$ cat config.mk
export PLATFORM = sky130hd
export DESIGN_NAME = mod_updown_counter_flat
export DESIGN_NICKNAME = d
export VERILOG_FILES = /design/src/rtl/mod_updown_counter_pkg.sv /design/src/rtl/mod_updown_counter_if.sv /design/src/rtl/mod_updown_counter_prescaler.sv /design/src/rtl/mod_updown_counter.sv /design/src/flat_wrapper.sv
export SDC_FILE = /design/constraint.sdc
export NUM_CORES = 1
export LEC_CHECK = 0
export ABC_AREA = 1
export ABC_CLOCK_PERIOD_IN_PS = 2600
export BUFFER_PORTS_ARGS = -buffer_cell sky130_fd_sc_hd__buf_2
export CORE_MARGIN = 4
export CORE_UTILIZATION = 44
export DETAILED_ROUTE_END_ITERATION = 12
export PLACE_DENSITY = 0.67
export SLEW_MARGIN = 20
export SYNTH_ARGS = -nofsm -noshare
export SYNTH_HDL_FRONTEND = slang
export SYNTH_SLANG_ARGS = --single-unit
$ cat constraint.sdc
create_clock -name clk -period 2.6 [get_ports clk]
set_input_delay 0.26 -clock clk [delete_from_list [all_inputs] [get_ports clk]]
set_output_delay 0.26 -clock clk [all_outputs]
set_load 0.01 [all_outputs]
$ cat src/rtl/mod_updown_counter_pkg.sv
// Shared constants, the per-edge operation type and a constant log2 helper
// for the up/down modulo counter.
package counter_pkg;

  // Boundary behaviour selected by the SATURATE parameter.
  localparam int unsigned CNT_WRAP = 0;
  localparam int unsigned CNT_SAT  = 1;

  // Encoding of the dir input.
  localparam logic DIR_DOWN = 1'b0;
  localparam logic DIR_UP   = 1'b1;

  // Operation applied on an edge, already resolved by priority.
  typedef enum logic [1:0] {
    OpHold,
    OpStep,
    OpLoad,
    OpClear
  } cnt_op_e;

  // Ceiling log2; returns 0 for 1. Used to size the prescaler register.
  function automatic int unsigned clog2(input int unsigned value);
    int unsigned result;
    result = 0;
    for (longint unsigned p = 1; p < longint'(value); p = p << 1) begin
      result++;
    end
    return result;
  endfunction

endpackage

$ cat src/rtl/mod_updown_counter_if.sv
// Control/status bundle of the up/down counter. The master side drives the
// controls and observes the count; the slave side is the counter itself.
interface mod_updown_counter_if #(
  parameter int unsigned WIDTH = 32
) ();

  logic             clr;
  logic             en;
  logic             ld;
  logic [WIDTH-1:0] ld_val;
  logic             dir;
  logic [WIDTH-1:0] cnt;
  logic             tc;
  logic             ovf;

  modport master (
    output clr, en, ld, ld_val, dir,
    input  cnt, tc, ovf
  );

  modport slave (
    input  clr, en, ld, ld_val, dir,
    output cnt, tc, ovf
  );

endinterface

$ cat src/rtl/mod_updown_counter_prescaler.sv
// Clock-enable prescaler: emits a combinational tick on every PRESCALE-th
// enabled cycle. With PRESCALE = 1 the tick is simply the enable.
module cnt_prescaler
  import counter_pkg::*;
#(
  parameter int unsigned PRESCALE = 1
) (
  input  logic clk,
  input  logic rst,
  input  logic sync_clr,
  input  logic en,
  output logic tick
);

  if (PRESCALE == 1) begin : g_bypass
    logic unused_ok;
    assign unused_ok = ^{clk, rst, sync_clr};
    assign tick      = en;
  end else begin : g_div
    localparam int unsigned PW = clog2(PRESCALE);
    localparam logic [PW-1:0] LAST = PW'(PRESCALE - 1);

    logic [PW-1:0] pre_q;

    assign tick = en && (pre_q == LAST);

    // Phase counter: cleared by clear/load, holds while disabled.
    always_ff @(posedge clk or posedge rst) begin
      if (rst) begin
        pre_q <= '0;
      end else if (sync_clr) begin
        pre_q <= '0;
      end else if (en) begin
        pre_q <= tick ? '0 : pre_q + PW'(1);
      end
    end
  end

endmodule

$ cat src/rtl/mod_updown_counter.sv
// Parametrised up/down modulo counter with synchronous clear, clamped
// parallel load, prescaled enable, wrap/saturate boundaries and tc/ovf flags.
module mod_updown_counter
  import counter_pkg::*;
#(
  parameter int unsigned WIDTH    = 32,
  parameter int unsigned MAX_VAL  = 15,
  parameter int unsigned SATURATE = 0,
  parameter int unsigned PRESCALE = 1
) (
  input logic                  clk,
  input logic                  rst,
  mod_updown_counter_if.slave  bus
);

  if (WIDTH < 2 || WIDTH > 32) begin : g_bad_width
    $error("mod_updown_counter: WIDTH must be in 2..32");
  end
  if ((64'(MAX_VAL) >> WIDTH) != 64'd0) begin : g_bad_max
    $error("mod_updown_counter: MAX_VAL must be below 2**WIDTH");
  end
  if (SATURATE > 1) begin : g_bad_sat
    $error("mod_updown_counter: SATURATE must be 0 or 1");
  end
  if (PRESCALE < 1 || PRESCALE > 65536) begin : g_bad_pre
    $error("mod_updown_counter: PRESCALE must be in 1..65536");
  end

  localparam logic [WIDTH-1:0] MAX_W = WIDTH'(MAX_VAL);
  localparam logic [WIDTH:0]   MAX_X = {1'b0, MAX_W};
  localparam bit               SAT   = (SATURATE == CNT_SAT);

  logic             tick;
  logic             pre_clr;
  cnt_op_e          op;
  logic [WIDTH-1:0] cnt_q, cnt_d;
  logic             tc_q, tc_d;
  logic             ovf_q, ovf_d;
  logic [WIDTH:0]   cnt_x;
  logic [WIDTH:0]   nxt_x;
  logic [WIDTH:0]   ld_x;

  // Load also restarts the step phase, so the next step is a full period away.
  assign pre_clr = bus.clr | bus.ld;

  cnt_prescaler #(
    .PRESCALE (PRESCALE)
  ) u_prescaler (
    .clk      (clk),
    .rst      (rst),
    .sync_clr (pre_clr),
    .en       (bus.en),
    .tick     (tick)
  );

  // Resolve clear > load > step > hold.
  always_comb begin
    op = OpHold;
    if (bus.clr) begin
      op = OpClear;
    end else if (bus.ld) begin
      op = OpLoad;
    end else if (tick) begin
      op = OpStep;
    end
  end

  // Next count and flags; arithmetic is one bit wider so the boundary test,
  // not native roll-over, decides wrapping.
  always_comb begin
    cnt_d = cnt_q;
    tc_d  = 1'b0;
    ovf_d = ovf_q;
    cnt_x = {1'b0, cnt_q};
    nxt_x = cnt_x;
    ld_x  = {1'b0, bus.ld_val};
    unique case (op)
      OpClear: begin
        cnt_d = '0;
        ovf_d = 1'b0;
      end
      OpLoad: begin
        cnt_d = (ld_x > MAX_X) ? MAX_W : bus.ld_val;
      end
      OpStep: begin
        if (bus.dir == DIR_UP) begin
          if (cnt_x >= MAX_X) begin
            cnt_d = SAT ? cnt_q : '0;
            tc_d  = 1'b1;
            ovf_d = 1'b1;
          end else begin
            nxt_x = cnt_x + (WIDTH+1)'(1);
            cnt_d = nxt_x[WIDTH-1:0];
          end
        end else begin
          if (cnt_x == '0) begin
            cnt_d = SAT ? cnt_q : MAX_W;
            tc_d  = 1'b1;
            ovf_d = 1'b1;
          end else begin
            nxt_x = cnt_x - (WIDTH+1)'(1);
            cnt_d = nxt_x[WIDTH-1:0];
          end
        end
      end
      OpHold: begin
      end
    endcase
  end

  // Output registers; reset abandons everything immediately.
  always_ff @(posedge clk or posedge rst) begin
    if (rst) begin
      cnt_q <= '0;
      tc_q  <= 1'b0;
      ovf_q <= 1'b0;
    end else begin
      cnt_q <= cnt_d;
      tc_q  <= tc_d;
      ovf_q <= ovf_d;
    end
  end

  assign bus.cnt = cnt_q;
  assign bus.tc  = tc_q;
  assign bus.ovf = ovf_q;

endmodule

$ cat src/flat_wrapper.sv
// flat-port wrapper written by rule: the top's interface ports become plain ports
module mod_updown_counter_flat import counter_pkg::*;
#(
  parameter int unsigned WIDTH    = 32,
  parameter int unsigned MAX_VAL  = 15,
  parameter int unsigned SATURATE = 0,
  parameter int unsigned PRESCALE = 1
)
  (clk, rst, bus_clr, bus_en, bus_ld, bus_ld_val, bus_dir, bus_cnt, bus_tc, bus_ovf);
  mod_updown_counter_if #(.WIDTH(WIDTH)) bus_i ();
  input logic clk;
  input logic rst;
  input wire logic [$bits(bus_i.clr)-1:0] bus_clr;
  input wire logic [$bits(bus_i.en)-1:0] bus_en;
  input wire logic [$bits(bus_i.ld)-1:0] bus_ld;
  input wire logic [$bits(bus_i.ld_val)-1:0] bus_ld_val;
  input wire logic [$bits(bus_i.dir)-1:0] bus_dir;
  output wire logic [$bits(bus_i.cnt)-1:0] bus_cnt;
  output wire logic [$bits(bus_i.tc)-1:0] bus_tc;
  output wire logic [$bits(bus_i.ovf)-1:0] bus_ovf;
  assign bus_i.clr = bus_clr;
  assign bus_i.en = bus_en;
  assign bus_i.ld = bus_ld;
  assign bus_i.ld_val = bus_ld_val;
  assign bus_i.dir = bus_dir;
  assign bus_cnt = bus_i.cnt;
  assign bus_tc = bus_i.tc;
  assign bus_ovf = bus_i.ovf;
  mod_updown_counter #(.WIDTH(WIDTH), .MAX_VAL(MAX_VAL), .SATURATE(SATURATE), .PRESCALE(PRESCALE)) u_core (.clk(clk), .rst(rst), .bus(bus_i));
endmodule
==> summary.md <==
| Metric | Value |
|---|---|
| Half-perimeter wire length after detailed placement | between 5000 and 6000 um |
| Bufs on Longest Clock Path | 2 |
| Routing usage on met1 | 0.265 |
| Clock latency of the later-clocked register in the worst-skew pair | about 0.29 ns |
| Final clock skew | around 0.0081 ns |
| Buffers on Ports | around 70 |
| WL final | about 7000 um |
| Layer with the highest usage | met2 |
| Final global-route overflow total | 0 |
| Maximum vdd ir drop | approximately 0.22 mV |
| R2R Path Start | u_core.bus.cnt[0] |
| RSZ-0062 raised after global routing | no |
| Worst-margin pin slew | a little under 0.7 ns |
| Starting density of the core | 0.467 |
| Cell area after synthesis | between 2000 and 3000 um2 |
| GR Util met2 | 0.333 |
| Core ar. | around 5600 um2 |
| Dpl cells | 539 |
| Weighted congestion at the end of routability-driven global placement | roughly 0.86 |
| Number of maximum-capacitance violations | 0 |
| Library cell used as clock root buffer | sky130_fd_sc_hd__clkbuf_8 |
| Commonest non-fill, non-tap cells in the layout | 97 x sky130_fd_sc_hd__nand2_1, 71 x sky130_fd_sc_hd__nor2_1, 71 x sky130_fd_sc_hd__buf_2, 52 x sky130_fd_sc_hd__inv_1, 34 x sky130_fd_sc_hd__dfrtp_1 |
| CTS clk-pin slew, worst paths | around 0.07 ns |
| Number of DRC violations after detailed-routing iteration 0 | about 130 |
| Filler instances | approximately 580 |
| Compound-gate portion of the synthesized area | 0.0821 |
| Post CTS Setup Buffer Count | 0 |
| Run status | finished clean |
| Adder and majority gate portion of the synthesized area | 0.0285 |
| Yosys warning count | 0 |
| Total Die Area | 7290 um2 |
| Count of placed standard cells in the final layout, fillers left out | 547 |
| Worst slack on hold paths | approximately 0.039 ns |
| Combined global-route utilization of all metal layers | 0.201 |
| Relative slew slack | 0.539 |
| Syn Inst Count | between 400 and 500 |
| Pin count of the biggest net entering global routing | 29 |
| Fraction of final layout cells sized beyond drive strength 1 | 0.227 |
| Critical Path Start Type | flop |
| Share of the cycle needed by the critical path after routing | 0.719 |
| Kind of end point of the critical path | flop |
| Final period demand of the worst path | roughly 1.9 ns |
| Class of the most critical setup path | flop to flop |
| Met3 usage | 0.0369 |
| Setup slack of the worst register-to-register path | between 0.7 and 0.8 ns |
| Share of the core filled with cells | 0.562 |
| Nets | between 500 and 600 |
| Synthesized-area fraction occupied by xor and xnor cells | 0.0499 |
| ANT cells | 0 |
| DRC violations left | 0 |
| Crit path max fanout | 6 |
| Class of the tightest hold or removal check | input port to async pin |
| Via count | around 2800 |
| Unique cell type count in the Yosys netlist | 25 |
| Leading cell type in the layout, fill and taps excluded | sky130_fd_sc_hd__nand2_1 |
| Count of H-tree levels built during CTS | 2 |
| Number of detailed-route iterations in the first pass | 4 |
| Arrival time worst endpoint | between 2 and 2.5 ns |
| Die H | about 85 um |
| # resized after CTS | 0 |
| Main combinational cell family by area after synthesis | simple AND/OR/NAND/NOR gates |
| Setup TNS | 0 ns |
| Cell depth of the worst flop-to-flop path | 11 |
| Boundary pin count | between 70 and 80 |
| Via-per-instance ratio | around 5 |
| Number of nets with antenna violations after routing | 0 |
| Sequential fraction of the synthesis area | 0.323 |
| Number of antenna violations at the first check in global routing | 0 |
| Number of failing setup endpoints in the final timing report | 0 |
| Final hold vios | 0 |
| Die extent in x | 85.4 um |
| Ratio of total power to cell area | a little over 500 nW/um2 |
| Wire length of the first global-routing pass | 12000 um |
| Simple logic cell fraction of the synthesized area | 0.419 |
| # rows | 27 |
| CTS buffer count | 5 |
| Hold buffer count at cts | 0 |
| Number of global-route vias before repair | about 2700 |
| CTS tree | done |
| Post-Syn Nets | approximately 450 |
| Worst reg2reg endpoint | u_core.bus.cnt[30] |
| Number of clock sinks | 34 |
| Main flop type after synthesis | sky130_fd_sc_hd__dfrtp_1 |
| Leak Pwr | around 0.0018 uW |
| Mean post-synth cell area | roughly 6.6 um2 |
| Mux cell area share after synthesis | 0 |
| Flop and latch count out of synthesis | 34 |
| Routed wirelength normalized by instance count | roughly 13 um |
| Post-synth ARST share | 1.00 |
| Synthesis-to-finish area growth | 20.3% |
| Number of slew-limit violations in the final report | 0 |
| Critical path data required time | between 2 and 3 ns |
| Number of enable-type register cells in the synthesized netlist | 0 |
| Maximum clock rate | 0.535 GHz |
==> state kept, by name (all words and copies together) (netlist names) <==
signal and cells:
u_core.bus.cnt 32, u_core.bus.ovf 1, u_core.bus.tc 1
==> worst max-delay path, cell delays in order (launching register included) <==
cell and delay [ns]:
sky130_fd_sc_hd__dfrtp_1 0.44, sky130_fd_sc_hd__inv_1 0.14, sky130_fd_sc_hd__ha_1 0.21, sky130_fd_sc_hd__nand2_2 0.11
sky130_fd_sc_hd__nor2_2 0.21, sky130_fd_sc_hd__nand2_1 0.12, sky130_fd_sc_hd__nor2_2 0.18, sky130_fd_sc_hd__nand2_1 0.09
sky130_fd_sc_hd__nor2_1 0.09, sky130_fd_sc_hd__nand2_1 0.05, sky130_fd_sc_hd__nand4_1 0.06, sky130_fd_sc_hd__nand2_1 0.05
==> Yosys cell counts (6+ instances only) <==
cell type / count / area, um2
sky130_fd_sc_hd__nand2_1: 97 / 364
sky130_fd_sc_hd__nor2_1: 72 / 270
sky130_fd_sc_hd__inv_1: 52 / 195
sky130_fd_sc_hd__dfrtp_1: 34 / 851
sky130_fd_sc_hd__nand3_1: 30 / 150
sky130_fd_sc_hd__o21ai_0: 28 / 140
sky130_fd_sc_hd__nand4_1: 19 / 119
sky130_fd_sc_hd__xor2_1: 14 / 123
sky130_fd_sc_hd__nor2_2: 9 / 56.3
sky130_fd_sc_hd__ha_1: 6 / 75.1
sky130_fd_sc_hd__nand2_2: 6 / 37.5
sky130_fd_sc_hd__nor2_4: 6 / 67.6
==> routing by layer <==
layer  vias to the layer above  share of wire
met2                        59           0.49
met4                         0          0.012
li1                       1419              -
met3                         8          0.042
met1                      1273           0.46
met5                         -              0
==> cells by family (layout without fill, tap and decap cells) <==
logic type               count (synthesis)  in the layout
adder cells (fa/ha/maj)                  6              6
AO/OA/AOI/OAI                           41             41
AND/OR/NAND/NOR                        243            243
flip-flops                              34             34
XOR/XNOR                                15             15
buffers and inverters                   62            136
==> final cells by class <==
class | instances | area [um2] | share of cell area
well taps | 72 | 90.1 | 0.0284
clock buffers | 8 | 110 | 0.0347
inverters | 52 | 195 | 0.0616
repair buffers | 76 | 393 | 0.124
flip-flops and latches | 34 | 851 | 0.268
multi-input cells | 305 | 1530 | 0.483
==> through the flow <==
| stage | cell area [um2] | power [uW] | worst slack (ns) |
|---|---|---|---|
| 5_1_grt | 3170 | 1730 | 0.545 |
| 3_5_place_dp | 3060 | 1140 | 0.577 |
| 2_1_floorplan | 2640 | 1000 | 0.956 |
| 3_3_place_gp | 3060 | 1130 | 0.671 |
| 6_report | 3170 | 1610 | 0.730 |
| 4_1_cts | 3170 | 1620 | 0.723 |
==> how the worst max path moves through the flow <==
stage / from / to / slack (ns)
floorplan: bus_ld / u_core.bus.cnt[30] / 0.96
global placement: bus_ld / u_core.bus.cnt[8] / 0.67
detailed placement: bus_ld / u_core.bus.cnt[8] / 0.58
CTS: u_core.bus.cnt[0] / u_core.bus.cnt[30] / 0.72
global route: u_core.bus.cnt[0] / u_core.bus.cnt[30] / 0.55
finish: u_core.bus.cnt[0] / u_core.bus.cnt[30] / 0.73
==> where the power goes <==
group / total (uW) / leakage [uW] / internal (uW) / switching, uW
logic: 562 / 0.00126 / 201 / 362
clock network: 471 / 0.0000575 / 268 / 204
registers: 573 / 0.000471 / 546 / 27.6
total: 1610 / 0.00178 / 1010 / 593
Note: power is estimated with default switching activity, not from simulation.
